<file path="config.mk">
export PLATFORM = sky130hd
export DESIGN_NAME = piso_serialiser_flat
export DESIGN_NICKNAME = d
export VERILOG_FILES = /design/src/rtl/piso_serialiser_pkg.sv /design/src/rtl/piso_serialiser_if.sv /design/src/rtl/piso_hold_reg.sv /design/src/rtl/piso_serialiser.sv /design/src/flat_wrapper.sv
export SDC_FILE = /design/constraint.sdc
export NUM_CORES = 1
export LEC_CHECK = 0
export BUFFER_PORTS_ARGS = -buffer_cell sky130_fd_sc_hd__buf_2
export CAP_MARGIN = 20
export CELL_PAD_IN_SITES_DETAIL_PLACEMENT = 1
export CELL_PAD_IN_SITES_GLOBAL_PLACEMENT = 1
export CORE_AREA = 2 2 53 55
export CTS_BUF_LIST = sky130_fd_sc_hd__clkbuf_8
export DETAILED_ROUTE_END_ITERATION = 12
export DIE_AREA = 0 0 55 57
export PLACE_DENSITY = 0.75
export RECOVER_POWER = 50
export SYNTH_ARGS = -nofsm -noshare
export SYNTH_HDL_FRONTEND = slang
export SYNTH_SLANG_ARGS = --single-unit
</file>
<file path="constraint.sdc">
create_clock -name CLK -period 4 [get_ports CLK]
set_input_delay 0.2 -clock CLK [delete_from_list [all_inputs] [get_ports CLK]]
set_output_delay 0.2 -clock CLK [all_outputs]
set_load 0.05 [all_outputs]
</file>
<file path="src/rtl/piso_serialiser_pkg.sv">
// Shared definitions for the parallel-in/serial-out serialiser: FSM state
// encoding and the level driven on the serial line when no data bit is shown.
package piso_serialiser_pkg;

   typedef enum logic [1:0] {
      ST_IDLE  = 2'd0,
      ST_SHIFT = 2'd1,
      ST_GAP   = 2'd2
   } piso_state_t;

   // Serial line level whenever SER_VALID is low (idle and inter-word gap).
   localparam logic IDLE_SER_LEVEL = 1'b0;

endpackage : piso_serialiser_pkg

</file>
<file path="src/rtl/piso_serialiser_if.sv">
// Word-in / bit-out bundle between a word source and the serialiser.
// The master side supplies words and the bit-rate strobe; the slave side
// (the serialiser) returns the handshake, the serial stream and status.
interface piso_serialiser_if #(
   parameter int REG_WIDTH = 8
);
   logic                 BIT_TICK;
   logic [REG_WIDTH-1:0] IN_DATA;
   logic                 IN_VALID;
   logic                 IN_READY;
   logic                 SER_OUT;
   logic                 SER_VALID;
   logic                 FRAME_START;
   logic                 BUSY;

   modport master (
      output BIT_TICK,
      output IN_DATA,
      output IN_VALID,
      input  IN_READY,
      input  SER_OUT,
      input  SER_VALID,
      input  FRAME_START,
      input  BUSY
   );

   modport slave (
      input  BIT_TICK,
      input  IN_DATA,
      input  IN_VALID,
      output IN_READY,
      output SER_OUT,
      output SER_VALID,
      output FRAME_START,
      output BUSY
   );
endinterface : piso_serialiser_if

</file>
<file path="src/rtl/piso_hold_reg.sv">
// One-entry holding register in front of the shifter. A word is taken when
// in_valid is high while the entry is empty; the shifter frees the entry by
// pulsing consume when it copies the word into its shift register.
// in_ready comes straight from the full flag so the source sees no
// combinational path from its own in_valid.
module piso_hold_reg #(
   parameter int REG_WIDTH = 8
) (
   input  logic                 CLK,
   input  logic                 RESETN,
   input  logic [REG_WIDTH-1:0] in_data,
   input  logic                 in_valid,
   input  logic                 consume,
   output logic [REG_WIDTH-1:0] hold_data,
   output logic                 hold_full,
   output logic                 in_ready
);

   logic                 full_reg;
   logic                 full_next;
   logic [REG_WIDTH-1:0] data_reg;
   logic [REG_WIDTH-1:0] data_next;
   logic                 accept;

   assign in_ready  = !full_reg;
   assign accept    = in_valid && !full_reg;
   assign hold_data = data_reg;
   assign hold_full = full_reg;

   // Entry occupancy and contents: a new accept refills, a consume empties.
   always_comb begin
      full_next = accept || (full_reg && !consume);
      data_next = accept ? in_data : data_reg;
   end

   // Occupancy and data registers; reset discards any held word.
   always_ff @(posedge CLK or negedge RESETN) begin
      if (!RESETN) begin
         full_reg <= 1'b0;
         data_reg <= '0;
      end else begin
         full_reg <= full_next;
         data_reg <= data_next;
      end
   end

endmodule : piso_hold_reg

</file>
<file path="src/rtl/piso_serialiser.sv">
// Parallel-in/serial-out serialiser. Words arrive through a one-entry holding
// register and are shifted out one bit per BIT_TICK, optionally followed by
// GAP_BITS idle bit periods. A word waiting in the holding register starts
// straight after the previous word's gap without passing through IDLE.
module piso_serialiser #(
   parameter int REG_WIDTH = 8,
   parameter int MSB_FIRST = 1,
   parameter int GAP_BITS  = 1
) (
   input  logic             CLK,
   input  logic             RESETN,
   piso_serialiser_if.slave bus
);
   import piso_serialiser_pkg::*;

   localparam int BW = $clog2(REG_WIDTH);
   // A zero-length gap never enters GAP, but the counter still needs a width.
   localparam int GW = (GAP_BITS > 0) ? $clog2(GAP_BITS + 1) : 1;
   localparam logic [BW-1:0] BIT_LAST = BW'(REG_WIDTH - 1);
   localparam logic [GW-1:0] GAP_LAST = GW'((GAP_BITS > 0) ? GAP_BITS - 1 : 0);
   localparam logic          HAS_GAP  = (GAP_BITS > 0);

   piso_state_t          state_reg;
   piso_state_t          state_next;
   logic [REG_WIDTH-1:0] shift_reg;
   logic [REG_WIDTH-1:0] shift_next;
   logic [REG_WIDTH-1:0] shift_adv;
   logic [BW-1:0]        bit_cnt_reg;
   logic [BW-1:0]        bit_cnt_next;
   logic [GW-1:0]        gap_cnt_reg;
   logic [GW-1:0]        gap_cnt_next;

   logic [REG_WIDTH-1:0] hold_data;
   logic                 hold_full;
   logic                 hold_ready;
   logic                 consume;
   logic                 start_word;
   logic                 gap_over;

   logic                 shift_out_bit;
   logic                 ser_out;
   logic                 ser_valid;
   logic                 frame_start;

   piso_hold_reg #(
      .REG_WIDTH (REG_WIDTH)
   ) u_hold (
      .CLK       (CLK),
      .RESETN    (RESETN),
      .in_data   (bus.IN_DATA),
      .in_valid  (bus.IN_VALID),
      .consume   (consume),
      .hold_data (hold_data),
      .hold_full (hold_full),
      .in_ready  (hold_ready)
   );

   // Shift-by-one toward the output end; the vacated end fills with zero.
   genvar gi;
   generate
      for (gi = 0; gi < REG_WIDTH; gi++) begin : g_shift
         if (MSB_FIRST != 0) begin : g_up
            if (gi == 0) begin : g_fill
               assign shift_adv[gi] = 1'b0;
            end else begin : g_move
               assign shift_adv[gi] = shift_reg[gi-1];
            end
         end else begin : g_down
            if (gi == REG_WIDTH - 1) begin : g_fill
               assign shift_adv[gi] = 1'b0;
            end else begin : g_move
               assign shift_adv[gi] = shift_reg[gi+1];
            end
         end
      end

      if (MSB_FIRST != 0) begin : g_tap_msb
         assign shift_out_bit = shift_reg[REG_WIDTH-1];
      end else begin : g_tap_lsb
         assign shift_out_bit = shift_reg[0];
      end
   endgenerate

   // Next-state logic: word/gap sequencing, counters, and reload from hold.
   always_comb begin
      state_next   = state_reg;
      shift_next   = shift_reg;
      bit_cnt_next = bit_cnt_reg;
      gap_cnt_next = gap_cnt_reg;
      start_word   = 1'b0;
      gap_over     = 1'b0;
      consume      = 1'b0;

      unique case (state_reg)
         ST_IDLE: begin
            // Loading is not tick-gated; a coincident tick is simply ignored.
            if (hold_full) begin
               start_word = 1'b1;
            end
         end
         ST_SHIFT: begin
            if (bus.BIT_TICK) begin
               if (bit_cnt_reg == BIT_LAST) begin
                  if (HAS_GAP) begin
                     state_next   = ST_GAP;
                     gap_cnt_next = '0;
                  end else begin
                     gap_over = 1'b1;
                  end
               end else begin
                  shift_next   = shift_adv;
                  bit_cnt_next = bit_cnt_reg + 1'b1;
               end
            end
         end
         ST_GAP: begin
            if (bus.BIT_TICK) begin
               if (gap_cnt_reg == GAP_LAST) begin
                  gap_over = 1'b1;
               end else begin
                  gap_cnt_next = gap_cnt_reg + 1'b1;
               end
            end
         end
         default: begin
            state_next = ST_IDLE;
         end
      endcase

      // End of gap: chain straight into the held word if there is one.
      if (gap_over) begin
         if (hold_full) begin
            start_word = 1'b1;
         end else begin
            state_next = ST_IDLE;
         end
      end

      if (start_word) begin
         state_next   = ST_SHIFT;
         shift_next   = hold_data;
         bit_cnt_next = '0;
         consume      = 1'b1;
      end
   end

   // State, shift register and counters; reset abandons any word in flight.
   always_ff @(posedge CLK or negedge RESETN) begin
      if (!RESETN) begin
         state_reg   <= ST_IDLE;
         shift_reg   <= '0;
         bit_cnt_reg <= '0;
         gap_cnt_reg <= '0;
      end else begin
         state_reg   <= state_next;
         shift_reg   <= shift_next;
         bit_cnt_reg <= bit_cnt_next;
         gap_cnt_reg <= gap_cnt_next;
      end
   end

   // Serial outputs decoded from state so they go idle as soon as reset asserts.
   always_comb begin
      ser_out     = IDLE_SER_LEVEL;
      ser_valid   = 1'b0;
      frame_start = 1'b0;
      if (state_reg == ST_SHIFT) begin
         ser_out     = shift_out_bit;
         ser_valid   = 1'b1;
         frame_start = (bit_cnt_reg == '0);
      end
   end

   assign bus.SER_OUT     = ser_out;
   assign bus.SER_VALID   = ser_valid;
   assign bus.FRAME_START = frame_start;
   assign bus.IN_READY    = hold_ready;
   assign bus.BUSY        = (state_reg != ST_IDLE) || hold_full;

endmodule : piso_serialiser

</file>
<file path="src/flat_wrapper.sv">
// flat-port wrapper written by rule: the top's interface ports become plain ports
module piso_serialiser_flat import piso_serialiser_pkg::*;
#(
   parameter int REG_WIDTH = 8,
   parameter int MSB_FIRST = 1,
   parameter int GAP_BITS  = 1
)
  (CLK, RESETN, bus_BIT_TICK, bus_IN_DATA, bus_IN_VALID, bus_IN_READY, bus_SER_OUT, bus_SER_VALID, bus_FRAME_START, bus_BUSY);
  piso_serialiser_if #(.REG_WIDTH(REG_WIDTH)) bus_i ();
  input  logic CLK;
  input  logic RESETN;
  input wire logic [$bits(bus_i.BIT_TICK)-1:0] bus_BIT_TICK;
  input wire logic [$bits(bus_i.IN_DATA)-1:0] bus_IN_DATA;
  input wire logic [$bits(bus_i.IN_VALID)-1:0] bus_IN_VALID;
  output wire logic [$bits(bus_i.IN_READY)-1:0] bus_IN_READY;
  output wire logic [$bits(bus_i.SER_OUT)-1:0] bus_SER_OUT;
  output wire logic [$bits(bus_i.SER_VALID)-1:0] bus_SER_VALID;
  output wire logic [$bits(bus_i.FRAME_START)-1:0] bus_FRAME_START;
  output wire logic [$bits(bus_i.BUSY)-1:0] bus_BUSY;
  assign bus_i.BIT_TICK = bus_BIT_TICK;
  assign bus_i.IN_DATA = bus_IN_DATA;
  assign bus_i.IN_VALID = bus_IN_VALID;
  assign bus_IN_READY = bus_i.IN_READY;
  assign bus_SER_OUT = bus_i.SER_OUT;
  assign bus_SER_VALID = bus_i.SER_VALID;
  assign bus_FRAME_START = bus_i.FRAME_START;
  assign bus_BUSY = bus_i.BUSY;
  piso_serialiser #(.REG_WIDTH(REG_WIDTH), .MSB_FIRST(MSB_FIRST), .GAP_BITS(GAP_BITS)) u_core (.CLK(CLK), .RESETN(RESETN), .bus(bus_i));
endmodule
</file>
* Word level (Yosys, flattened, before mapping)
Cells that the tools add are included.
** Storage, ports and cells
- Logic and storage cells :: 60
- Register bits after elaboration :: 23
** Operators by class
- $add $sub $neg :: 2
- Reduce and logical (&&, ||, !) cells :: 15
- Eq/ne operators :: 7
- Mux-type cells :: 30
** Operators with widths (count)
- 2-to-1 mux 8 bit :: 4
- 2-to-1 mux 1 bit :: 15
- 2-to-1 mux 3 bit :: 4
- 2-to-1 mux 2 bit :: 5
- nonzero test 2 bit :: 4
- inequality test 2 x 1 -> 1 bit (second input constant) :: 2
- inequality test 2 bit (second input constant) :: 2
- one-hot mux 2 bit (2 select lines) :: 1
- AND reduction 4 bit :: 1
- adder 3 x 1 -> 3 bit (second input constant) :: 1
- equality test 3 bit (second input constant) :: 1
- zero test 3 bit :: 1
- AND reduction 3 bit :: 1
- equality test 2 x 1 -> 1 bit (second input constant) :: 1
- equality test 2 bit (second input constant) :: 1
- logical AND 1 bit :: 2
- zero test 1 bit :: 2
- zero test 2 bit :: 1
- logical OR 1 bit :: 2
- one-hot mux 1 bit (2 select lines) :: 1
- OR reduction 2 bit :: 1
- adder 1 bit (second input constant) :: 1

* Logic depth before layout (Yosys ltp)
Gate-level depths: netlist of the first run.
- Depth in word-level cells :: 8
- Mapped depth :: 6
- Mapped depth without buffers :: 5

* Hierarchy
Synthesis of the first run repeated with hierarchy kept, for this count alone.
** Unflattened totals
- Cells, all modules :: 75
- Area, all modules :: 1018.5 µm²
** By module, submodules not included
- piso_serialiser :: cells an instance 54, area each 644.4 µm², times used 1, seq. area each 325.3 µm²
- piso_hold_reg :: cells an instance 21, area each 374.1 µm², times used 1, seq. area each 225.2 µm²

* Worst setup path after synthesis of the first run
Ideal clock, no wire load.
- Path kind :: register to output
- From :: register u_core.bit_cnt_reg[0]
- To :: output port bus_FRAME_START
- Data required time :: 3800 ps
- Arrival time :: 1717 ps
- Setup slack :: 2083 ps
- Cell stages (with the launch flop) :: 4
- Cell sequence :: dfrtp_1 inv_1 ha_1 nor3b_1
** Between the ends
- Cells in the longest elaborated chain, start to end :: 2
** RTL lines
- start: declaration :: RTL line piso_serialiser.sv:28 : logic [BW-1:0] bit_cnt_reg;
- start signal: assignment :: RTL line piso_serialiser.sv:157 : bit_cnt_reg <= bit_cnt_next;
- zero test 3 bit :: RTL line piso_serialiser.sv:170 : frame_start = (bit_cnt_reg == '0);
- 2-to-1 mux 1 bit :: RTL line piso_serialiser.sv:167 : if (state_reg == ST_SHIFT) begin
- end: declaration :: RTL line flat_wrapper.sv:18 : output wire logic [$bits(bus_i.FRAME_START)-1:0] bus_FRAME_START;
No other way between the ends.

* Worst setup path in the final report of the first run
- From :: register u_core.bit_cnt_reg[0]
- To :: register u_core.shift_reg[3]
** Between the ends
- Cells in the longest elaborated chain, start to end :: 3
** RTL lines
- equality test 3 bit :: RTL line piso_serialiser.sv:103 : if (bit_cnt_reg == BIT_LAST) begin
- inequality test 2 x 1 -> 1 bit (no line)
- AND reduction 3 bit (no line)
- end signal: assignment :: RTL line piso_serialiser.sv:156 : shift_reg <= shift_next;
- end: declaration :: RTL line piso_serialiser.sv:25 : logic [REG_WIDTH-1:0] shift_reg;
No other way between the ends.
A chain may end at the register's enable or synchronous reset.

==> summary.md, run 1 <==
| Metric | Value |
|---|---|
| Placed Cells | `approximately 140` |
| Postcts setup bufs | `0` |
| Fill cell count | `306` |
| Fin crit share | `roughly half` |
| Io pins | `17` |
| Routed Antenna Nets | `0` |
| Worst-margin pin slew | `roughly 1.2 ns` |
| Gr usage total | `between 10% and 20%` |
| Worst setup margin | `2.031 ns` |
| Max FO, Critical Path | `11` |
| Commonest non-fill, non-tap cell in the layout | `dfrtp_1` |
| Most frequent cells in the layout | `22 x dfrtp_1, 14 x buf_2` |
| Vias in the first global route | `approximately 840` |
| Hold crit path type | `in2reg` |
| CP required | `4.14 ns` |
| Ant. Diodes | `0` |
| Ranking of synthesized cells by area | `dfrtp_1 51%, mux2_2 7.3%, a31oi_1 4.0%, a211oi_2 3.5%, ha_1 3.5%` |
| Layout cell share with drive strength beyond 1 | `27.03%` |
| Max cap viols | `0` |
| Clock Path Buffers | `2` |
| First-pass GRT wire length | `4015 um` |
| Worst-Skew Late Latency | `0.26 ns` |
| Post-route setup TNS | `0 ns` |
| Layout area overhead | `12.69%` |
| Crit. End Element | `flop` |
| Initial antenna violation count | `0` |
| Post-synthesis sequential area ratio | `50.75%` |
| Placed cell area | `1160 um^2` |
| TritonCTS Buffers | `3` |
| Gr ovfl total | `0` |
| Clk sink count | `22` |
| Number of synthesized register bits | `22` |
| Yosys cell types | `28` |
| Largest net degree at the start of global routing | `23` |
| Warnings, synthesis | `0` |
| Post-CTS Resized | `0` |
| Worst-case clock skew | `0.005553 ns` |
| Worst-path clk slew | `0.08 ns` |
| Post-synth top area share | `50.75%` |
| Final Hold Vio Count | `0` |
| Startpoint types | `flop` |
| Post-CTS Hold Fix Bufs | `1` |
| Post-Place Setup Slack | `2.034 ns` |
| Leak Pwr | `around 0.53 nW` |
| Fin crit period | `roughly 2.0 ns` |
| H-tree depth | `1` |
| Multi-input logic area | `471.7 um^2` |
| Gate Count Post-Synth | `95` |
| GP Congestion | `0.7192` |
| Max VDD drop | `0.4246 mV` |
| CTS tree | `done` |
| Status | `completed` |
| Critical path class | `reg2reg` |
| Mapped cell area | `~1100 um^2` |
| P per Cell Area | `835.1 nW/um^2` |
| Max Slew Vio Count | `0` |
| Die X | `approximately 55 um` |
| Crit path launch | `u_core.bit_cnt_reg[0]` |
| Hold Startpoint | `bus_IN_DATA[4]` |
| Nets@finish | `127` |
| Detailed Routing Iterations Pass 1 | `4` |
| Post-Syn Nets | `110` |
| Die H | `57 um` |
| CP Data Arrival Time | `2.11 ns` |
| Worst slew margin | `19.85%` |
| CTS Root Cell | `clkbuf_8` |
| RSZ-0062 raised after global routing | `no` |
| Register area | `550.5 um^2` |
| Port Buffers | `16` |
| Wire length per cell | `16.53 um` |
| Initial Util | `41.48%` |
| Fmax | `507.9 MHz` |
| Dpl hpwl | `1731 um` |
| Non-filler instance count after layout | `between 100 and 150` |
| DR vias | `789` |
| Core Area | `approximately 2600 um^2` |
| Row cnt | `19` |
| Final Cell Area | `1222 um^2` |
| Initial DRC count | `22` |
| Post-Route WL | `2347 um` |
| Via/cell ratio | `5.556` |
| Remaining DRCs | `0` |
| Power Total | `0.001021 W` |
| Reg2reg start | `u_core.bit_cnt_reg[0]` |
| Syn_area_per_cell | `11.42 um^2` |
| Final Setup Violations | `0` |
| Die Area | `roughly 3100 um^2` |
| Leading area contributor after synthesis | `dfrtp_1` |
==> power breakdown <==
part	internal (W)	leakage [nW]	switching (W)
logic	0.000175	0.239	0.000283
registers	0.000330	0.257	0.0000736
clock network	0.0000878	0.0288	0.0000716
==> stage by stage <==
step	utilization, %	hold WS, ns
CTS	46.84	0.1646
finish	46.75	0.1643
global placement	44.35	0.1898
floorplan	-	-0.09559
detailed placement	44.35	0.1923
global route	46.75	0.1569
==> kinds of logic after synthesis <==
| family | share of synthesized area, % |
|---|---|
| fa+ha+maj | 3.461 |
| compound gates | 16.26 |
| flops | 50.75 |
| buf+inv | 5.767 |
| simple gates | 12.80 |
| mux | 10.15 |
| xor+xnor | 0.8075 |
==> path summary, 6_finish.rpt <==
check,depth (start not counted),slack [ns],endpoint
setup reg to reg,5,2.03,u_core.shift_reg[3]
setup / recovery,5,2.03,u_core.shift_reg[3]
max in group asynchronous,2,2.58,u_core.state_reg[1]
min in group asynchronous,2,0.71,u_core.shift_reg[0]
hold / removal,2,0.16,u_core.u_hold.hold_data[4]
hold reg to reg,1,0.50,u_core.shift_reg[0]
==> layer usage <==
metal	part of all wire (%)	GRT usage (%)	vias up	routed length, um
li1	-	-	374	-
met1	42	23.88	398	992
met2	54	28.74	13	1262
met3	2.7	3.141	4	63
met4	1.2	5.226	0	28
met5	0	0	-	0
==> cell usage after synthesis <==
library cell / count
mux2_2: 7
a211oi_2: 3
a31oi_1: 7
a21o_1: 2
nand2_1: 1
a211oi_1: 4
nor3b_1: 1
mux2i_1: 2
nand2b_1: 3
or3_1: 1
inv_1: 5
buf_2: 2
mux2_1: 1
nand3_1: 7
ha_1: 3
o2bb2ai_1: 1
dfrtp_1: 22
o22ai_1: 1
nor2_2: 1
and2_1: 1
buf_6: 3
and2b_4: 1
nor2b_1: 1
and4bb_1: 1
nor2_1: 5
xnor2_1: 1
and2b_1: 1
o21ai_0: 7
==> final cells by class <==
cell class,instances,area share [%]
repair buffers,17,7.165
inverters,5,1.535
flip-flops and latches,22,45.04
clock buffers,4,4.504
well taps,31,3.173
multi-input cells,63,38.59
==> critical path, stage by stage, from the launching register on <==
cell and delay, ns:
dfrtp_1 0.41, ha_1 0.21, ha_1 0.18, and4bb_1 0.62, a21o_1 0.30, a31oi_1 0.12
(Power assumes the default switching activity.)
==> run 2, diff against run 1 <==
- ABC_AREA: default -> 1
- CORE_AREA: 2 2 53 55 -> 2 2 57 59
- DIE_AREA: 0 0 55 57 -> 0 0 59 61
- PLACE_DENSITY: 0.75 -> 0.73
- clock period: 4 -> 1.64 ns (I/O delays scaled with it)
==> run 2 against run 1 <==
  * Final area increased by 2.1%
  * Power up 130%
  * Area after synthesis up 2.8%
  * Final cell count grew 28%
  * Critical endpoint is now u_core.shift_reg[1]
==> summary.md, run 2 <==
| Metric | Value |
|---|---|
| Die H | `61 um (+7.0%)` |
| Non-filler instance count after layout | `182 (+28%)` |
| Fin crit period | `1.544 ns (-0.4243 ns)` |
| Post-CTS Resized | `0 (unchanged)` |
| R2R cell count | `7 (+2)` |
| Gr ovfl total | `0 (unchanged)` |
| Fill cell count | `366 (+20%)` |
| Ranking of synthesized cells by area | `dfrtp_1 49%, nand3_1 11%, nand2_1 9.1%, inv_1 7.1%, nand2_4 4.0%` |
| Clock Path Buffers | `2 (unchanged)` |
| Vias in the first global route | `928 (+10%)` |
| Max Slew Vio Count | `0 (unchanged)` |
| Commonest non-fill, non-tap cell in the layout | `nand2_1` |
| Placed Cells | `178 (+30%)` |
| Mapped cell area | `1115 um^2 (+2.8%)` |
| CP Data Arrival Time | `1.75 ns (-0.36 ns)` |
| Remaining DRCs | `0 (unchanged)` |
| RSZ-0062 raised after global routing | `no` |
| Critical path class | `reg2reg` |
| Post-Route WL | `2365 um (+0.77%)` |
| DR vias | `879 (+11%)` |
| Largest net degree at the start of global routing | `23 (unchanged)` |
| Gr usage total | `16.02% (-1.7 points)` |
| Leak Pwr | `0.6878 nW (+31%)` |
| Slowest stage delay, CP | `0.41 ns (-0.21 ns)` |
| Asr flop ratio synth | `100.0% (unchanged)` |
| Status | `completed` |
| Max FO, Critical Path | `11 (unchanged)` |
| Routed Antenna Nets | `0 (unchanged)` |
| CP required | `1.85 ns (-2.29 ns)` |
| EDFF count, synth | `0 (unchanged)` |
| Syn_area_per_cell | `8.446 um^2 (-26%)` |
| Crit path buf inv count | `0 (unchanged)` |
| Synth Flop Type | `dfrtp_1` |
| Initial Util | `37.75% (-3.7 points)` |
| Crit path depth | `7 (+2)` |
| Max cap viols | `0 (unchanged)` |
| Final Hold Vio Count | `0 (unchanged)` |
| Layout cell share with drive strength beyond 1 | `18.12% (-8.9 points)` |
| Die Area | `3599 um^2 (+15%)` |
| P per Cell Area | `1895 nW/um^2 (+130%)` |
| Post-synthesis sequential area ratio | `49.38% (-1.4 points)` |
| Via/cell ratio | `4.830 (-13%)` |
| First-pass GRT wire length | `4140 um (+3.1%)` |
| Crit. End Element | `flop` |
| Post-synth top area share | `49.38% (-1.4 points)` |
| Final Core Density | `42.29% (-4.5 points)` |
| Int Pwr | `0.001270 W (+110%)` |
| Yosys cell types | `17 (-39%)` |
| TritonCTS Buffers | `3 (unchanged)` |
| CTS tree | `done` |
| Wire length per cell | `12.99 um (-21%)` |
| Clk sink count | `22 (unchanged)` |
| Startpoint types | `flop` |
| Post-Syn Nets | `147 (+34%)` |
| Worst-margin pin slew | `1.203 ns (+0.001231 ns)` |
| Layout area overhead | `12.01%` |
| Fmax | `647.5 MHz (+27%)` |
| Clock power frac | `14.3% (-1.3 points)` |
| Worst slew margin | `19.77% (-0.082 points)` |
| Sequential share of power | `37.7% (-1.8 points)` |
| Post-synth top cells | `27 x nand2_1, 25 x nand3_1, 22 x dfrtp_1` |
| Worst-case clock skew | `0.001110 ns (-0.004443 ns)` |
| Core Area | `2953 um^2 (+13%)` |
| Most common cell in the netlist | `nand2_1` |
| Post-route setup TNS | `0 ns (unchanged)` |
| Io pins | `17 (unchanged)` |
| Initial DRC count | `26 (+18%)` |
| Critical path's top delay family | `simple AND/OR/NAND/NOR gates` |
| Switching part of the total | `46.33% (+4.3 points)` |
| Comb pwr share | `48.0% (+3.1 points)` |
| Worst-Skew Late Latency | `0.26 ns (about the same)` |
| Ant. Diodes | `0 (unchanged)` |
| Postcts setup bufs | `0 (unchanged)` |
| H-tree depth | `1 (unchanged)` |
| Row cnt | `20 (+1)` |
| NetSw | `0.001096 W (+160%)` |
| Nets@finish | `166 (+31%)` |
| Hold Path Stages | `3 (+1)` |
| Final Cell Area | `1249 um^2 (+2.1%)` |
| Placed cell area | `1200 um^2 (+3.5%)` |
| Most frequent cells in the layout | `27 x nand2_1, 25 x nand3_1, 22 x dfrtp_1, 21 x inv_1, 14 x buf_2` |
| Gate Count Post-Synth | `132 (+39%)` |
| Leading area contributor after synthesis | `dfrtp_1` |
| Final Setup Violations | `0 (unchanged)` |
| Worst-path clk slew | `0.08 ns (about the same)` |
| Number of synthesized register bits | `22 (unchanged)` |
| CP cell instances | `ha_1 > ha_1 > nor2_1 > nand2_4 > nand2_4 > nand3_1 > nand2_1` |
| Fin crit share | `94.18% (+45 points)` |
| Dpl hpwl | `1758 um (+1.5%)` |
| GP Congestion | `0.7593 (+5.6%)` |
| Worst path slowest cell | `dfrtp_1` |
| Hold crit path type | `in2reg` |
| Port Buffers | `16 (unchanged)` |
| Die X | `59 um (+7.3%)` |
| Power Total | `0.002366 W (+130%)` |
| Warnings, synthesis | `0 (unchanged)` |
| Max VDD drop | `0.7700 mV (+81%)` |
| Initial antenna violation count | `0 (unchanged)` |
| Detailed Routing Iterations Pass 1 | `4 (unchanged)` |
| CTS Root Cell | `clkbuf_8` |
==> run 2: cell types whose count changed after synthesis, sizes merged, moves of 8 or more <==
cell / change
nand2: +30
inv: +18
nand3: +18
mux2: -8
==> run 2: path summary, 6_finish.rpt <==
| path | start | endpoint | slack [ns] |
|---|---|---|---|
| max | u_core.bit_cnt_reg[0] | u_core.shift_reg[1] | 0.1 |
| min | bus_IN_DATA[0] | u_core.u_hold.hold_data[0] | 0.05 |
| max reg2reg | u_core.bit_cnt_reg[0] | u_core.shift_reg[1] | 0.1 |
| min reg2reg | u_core.u_hold.hold_data[0] | u_core.u_hold.hold_data[0] | 0.49 |
| max in group asynchronous | RESETN | u_core.shift_reg[4] | 0.34 |
| min in group asynchronous | RESETN | u_core.bit_cnt_reg[2] | 0.59 |
==> run 2: layout make-up <==
| type | instances | area, um^2 | area share, % |
|---|---|---|---|
| tap | 33 | 41.29 | 3.307 |
| multi-input combinational | 84 | 441.7 | 35.37 |
| inverter | 23 | 86.33 | 6.914 |
| clock buffer | 3 | 41.29 | 3.307 |
| sequential | 22 | 550.5 | 44.09 |
| timing repair buffer | 17 | 87.58 | 7.014 |
==> run 2: repair_timing <==
item,in CTS,in global routing
hold buffers,1,0
setup endpoints to repair,0,0
endpoints found under the hold margin,22,0
==> run 2: logic make-up after synthesis <==
group / share of synthesized area [%]
AND/OR/NAND/NOR: 30.08
buffers and inverters: 11.00
flip-flops: 49.38
AO/OA/AOI/OAI: 6.172
adder cells (fa/ha/maj): 3.367
==> run 2: stage by stage <==
stage                     hold slack [ns]  setup WS [ns]
after CTS                         0.05479        0.08440
after global placement            0.07989         0.2164
after global routing              0.06807        0.02010
after floorplan                   -0.2136         0.2461
after detailed placement          0.08482         0.1090
final                             0.05124        0.09552
==> run 2: layer usage <==
layer | share of wire (%) | global-route usage (%)
met4 | 2.3 | 8.766
met1 | 45 | 18.75
met3 | 3.6 | 3.198
met5 | 0 | 0
met2 | 49 | 27.62
==> run 2: power by group through the flow <==
stage / registers [W] / clock network, W / logic (W)
after global placement: 0.000888 / 0 / 0.00110
after floorplan: 0.000870 / 0 / 0.000981
after detailed placement: 0.000905 / 0 / 0.00116
after global routing: 0.000921 / 0.000369 / 0.00129
after CTS: 0.000896 / 0.000347 / 0.00117
final: 0.000892 / 0.000338 / 0.00114
==> run 2: worst min-delay path, delay by kind of cell <==
| kind | cells | cell delay, ns |
|---|---|---|
| buffers and inverters | 1 | 0.08 |
| and+or+nand+nor | 2 | 0.12 |
==> run 3, diff against run 2 <==
- SETUP_SLACK_MARGIN: default -> 0.4
==> run 3 against run 2 <==
  * Sequential share of layout area shrank 5.3 points
  * Combinational power grew 30%
  * Routed wire length grew 10%
  * Via count grew 8.0%
  * Highest routed layer unchanged
  * Register-to-register slack gained 0.17 ns
  * Largest cell class is now multi-input gates
==> summary.md, run 3 (synthesis gave the netlist of run 2 again) <==
| Metric | Value |
|---|---|
| Port Buffers | `16 (unchanged)` |
| Crit path depth | `6 (-1)` |
| Most frequent cells in the layout | `25 x nand2_1, 20 x dfrtp_1, 19 x inv_1, 18 x nand3_1, 12 x buf_2` |
| Reg2reg start | `u_core.u_hold.hold_full` |
| Max FO, Critical Path | `19 (+8)` |
| Worst-path clk slew | `0.07 ns (about the same)` |
| Die X | `59 um (unchanged)` |
| Vias in the first global route | `964 (+3.9%)` |
| Routed Antenna Nets | `0 (unchanged)` |
| Post-route setup TNS | `0 ns (unchanged)` |
| Final Setup Violations | `0 (unchanged)` |
| CP endpoint | `u_core.shift_reg[1]` |
| Max VDD drop | `0.6639 mV (-14%)` |
| Fill cell count | `348 (-4.9%)` |
| Nets@finish | `173 (+4.2%)` |
| Critical R2R Capture | `u_core.shift_reg[1]` |
| Clock Path Buffers | `2 (unchanged)` |
| Leak Pwr | `0.7365 nW (+7.1%)` |
| Die Area | `3599 um^2 (unchanged)` |
| CP Data Arrival Time | `1.57 ns (-0.18 ns)` |
| Max cap viols | `0 (unchanged)` |
| Crit path launch | `u_core.u_hold.hold_full` |
| Gr ovfl total | `0 (unchanged)` |
| Ant. Diodes | `0 (unchanged)` |
| CTS Root Cell | `clkbuf_8` |
| Worst slew margin | `66.06% (+46 points)` |
| Via/cell ratio | `5.021 (+4.0%)` |
| Core Area | `2953 um^2 (unchanged)` |
| TritonCTS Buffers | `3 (unchanged)` |
| Final Hold Vio Count | `0 (unchanged)` |
| First-pass GRT wire length | `4457 um (+7.7%)` |
| RSZ-0062 raised after global routing | `yes` |
| Layout cell share with drive strength beyond 1 | `35.26% (+17 points)` |
| P per Cell Area | `1900 nW/um^2 (+0.30%)` |
| Initial Util | `37.75% (unchanged)` |
| Commonest non-fill, non-tap cell in the layout | `nand2_1` |
| Remaining DRCs | `0 (unchanged)` |
| Fmax | `728.9 MHz (+13%)` |
| H-tree depth | `1 (unchanged)` |
| Fin crit period | `1.372 ns (-0.1725 ns)` |
| Dpl hpwl | `1802 um (+2.5%)` |
| Status | `completed` |
| Initial antenna violation count | `0 (unchanged)` |
| R2r setup slk | `0.27 ns (+0.17 ns)` |
| Initial DRC count | `16 (-38%)` |
| Max Slew Vio Count | `0 (unchanged)` |
| DR vias | `949 (+8.0%)` |
| Detailed Routing Iterations Pass 1 | `3 (-1)` |
| Fin crit share | `83.66% (-11 points)` |
| Clk sink count | `22 (unchanged)` |
| Hold crit path type | `in2reg` |
| CTS tree | `done` |
| Crit. End Element | `flop` |
| Io pins | `17 (unchanged)` |
| Post-Route WL | `2609 um (+10%)` |
| Die H | `61 um (unchanged)` |
| GP Congestion | `0.7918 (+4.3%)` |
| Slowest stage delay, CP | `0.36 ns (-0.05 ns)` |
| Startpoint types | `flop` |
| Worst-margin pin slew | `0.5091 ns (-0.6943 ns)` |
| Gr usage total | `16.93% (+0.91 points)` |
| Wire length per cell | `13.80 um (+6.2%)` |
| CP required | `1.84 ns (about the same)` |
| Final Cell Area | `1426 um^2 (+14%)` |
| R2R cell count | `6 (-1)` |
| Largest net degree at the start of global routing | `23 (unchanged)` |
| Placed cell area | `1255 um^2 (+4.6%)` |
| Worst path slowest cell | `dfrtp_1` |
| Worst-Skew Late Latency | `0.26 ns (about the same)` |
| Row cnt | `20 (unchanged)` |
| Crit path buf inv count | `1 (+1)` |
| Worst-case clock skew | `0.004382 ns (+0.003272 ns)` |
| Critical path class | `reg2reg` |
| CP cell instances | `clkinvlp_2 > nor2_4 > nand2_8 > nand2_1 > nand3_4 > nand2_2` |
| Layout area overhead | `27.95%` |
| Critical path's top delay family | `simple AND/OR/NAND/NOR gates` |
-- run 3: cell count changes in the layout (fill, tap and decap cells not counted), sizes merged --
cell | previous run | this run
inv | 23 | 22
clkbuf | 5 | 3
clkinvlp | 0 | 1
nand2 | 31 | 33
buf | 14 | 21
-- run 3: metal layers --
metal  share of wire (%)  track usage (%)  up-vias
met1                  42            20.53      465
met2                  54            29.68       14
li1                    -                -      465
met3                 2.4            2.559        5
met4                 1.6            7.792        0
met5                   0                0        -
-- run 3: area by class of cell --
class / instances / area [um^2] / area share [%]
clock buffers: 3 / 41.29 / 2.895
flip-flops and latches: 22 / 553.0 / 38.77
well taps: 33 / 41.29 / 2.895
inverters: 23 / 87.58 / 6.140
repair buffers: 22 / 148.9 / 10.44
multi-input cells: 86 / 554.3 / 38.86
-- run 3: report_power, final --
part / switching (W) / leakage, nW / internal, W
clock: 0.000170 / 0.0216 / 0.000164
combinational: 0.000958 / 0.453 / 0.000518
sequential: 0.000122 / 0.262 / 0.000777
total: 0.00125 / 0.736 / 0.00146
-- run 3: worst min path at each step --
stage                                       to  cells after the start      startpoint  slack, ns
global route        u_core.u_hold.hold_data[0]                      3  bus_IN_DATA[0]       0.07
detailed placement         u_core.state_reg[1]                      1          RESETN       0.08
floorplan                u_core.bit_cnt_reg[0]                      0          RESETN      -0.21
CTS                 u_core.u_hold.hold_data[0]                      3  bus_IN_DATA[0]       0.05
global placement           u_core.state_reg[1]                      1          RESETN       0.08
finish              u_core.u_hold.hold_data[0]                      3  bus_IN_DATA[0]       0.05
-- run 3: worst reg2reg max path, stage by stage, from the launching register on --
cell        delay (ns)
dfrtp_1           0.36
clkinvlp_2        0.22
nor2_4            0.26
nand2_8           0.16
nand2_1           0.15
nand3_4           0.08
nand2_2           0.08
-- run 3: timing repair --
item | 4_1_cts | 5_1_grt
setup buffers | 0 | 5
setup endpoints to repair | 15 | 22
hold buffers | 1 | 0
hold endpoints to repair | 22 | 0
gates resized for setup | 10 | 10
cloned | 1 | 1
pin swaps | 2 | 4
-- run 3: through the flow --
stage / utilization, % / instances / power, W / setup WS, ns / hold slack, ns
after floorplan: - / 132 / 0.001943 / 0.3072 / -0.2136
after global placement: 42.50 / 178 / 0.002075 / 0.3375 / 0.07621
after detailed placement: 42.50 / 178 / 0.002146 / 0.2654 / 0.08167
after CTS: 45.72 / 183 / 0.002598 / 0.3155 / 0.05273
after global routing: 48.31 / 189 / 0.002943 / 0.1233 / 0.07373
final: 48.31 / 189 / 0.002710 / 0.2680 / 0.05404
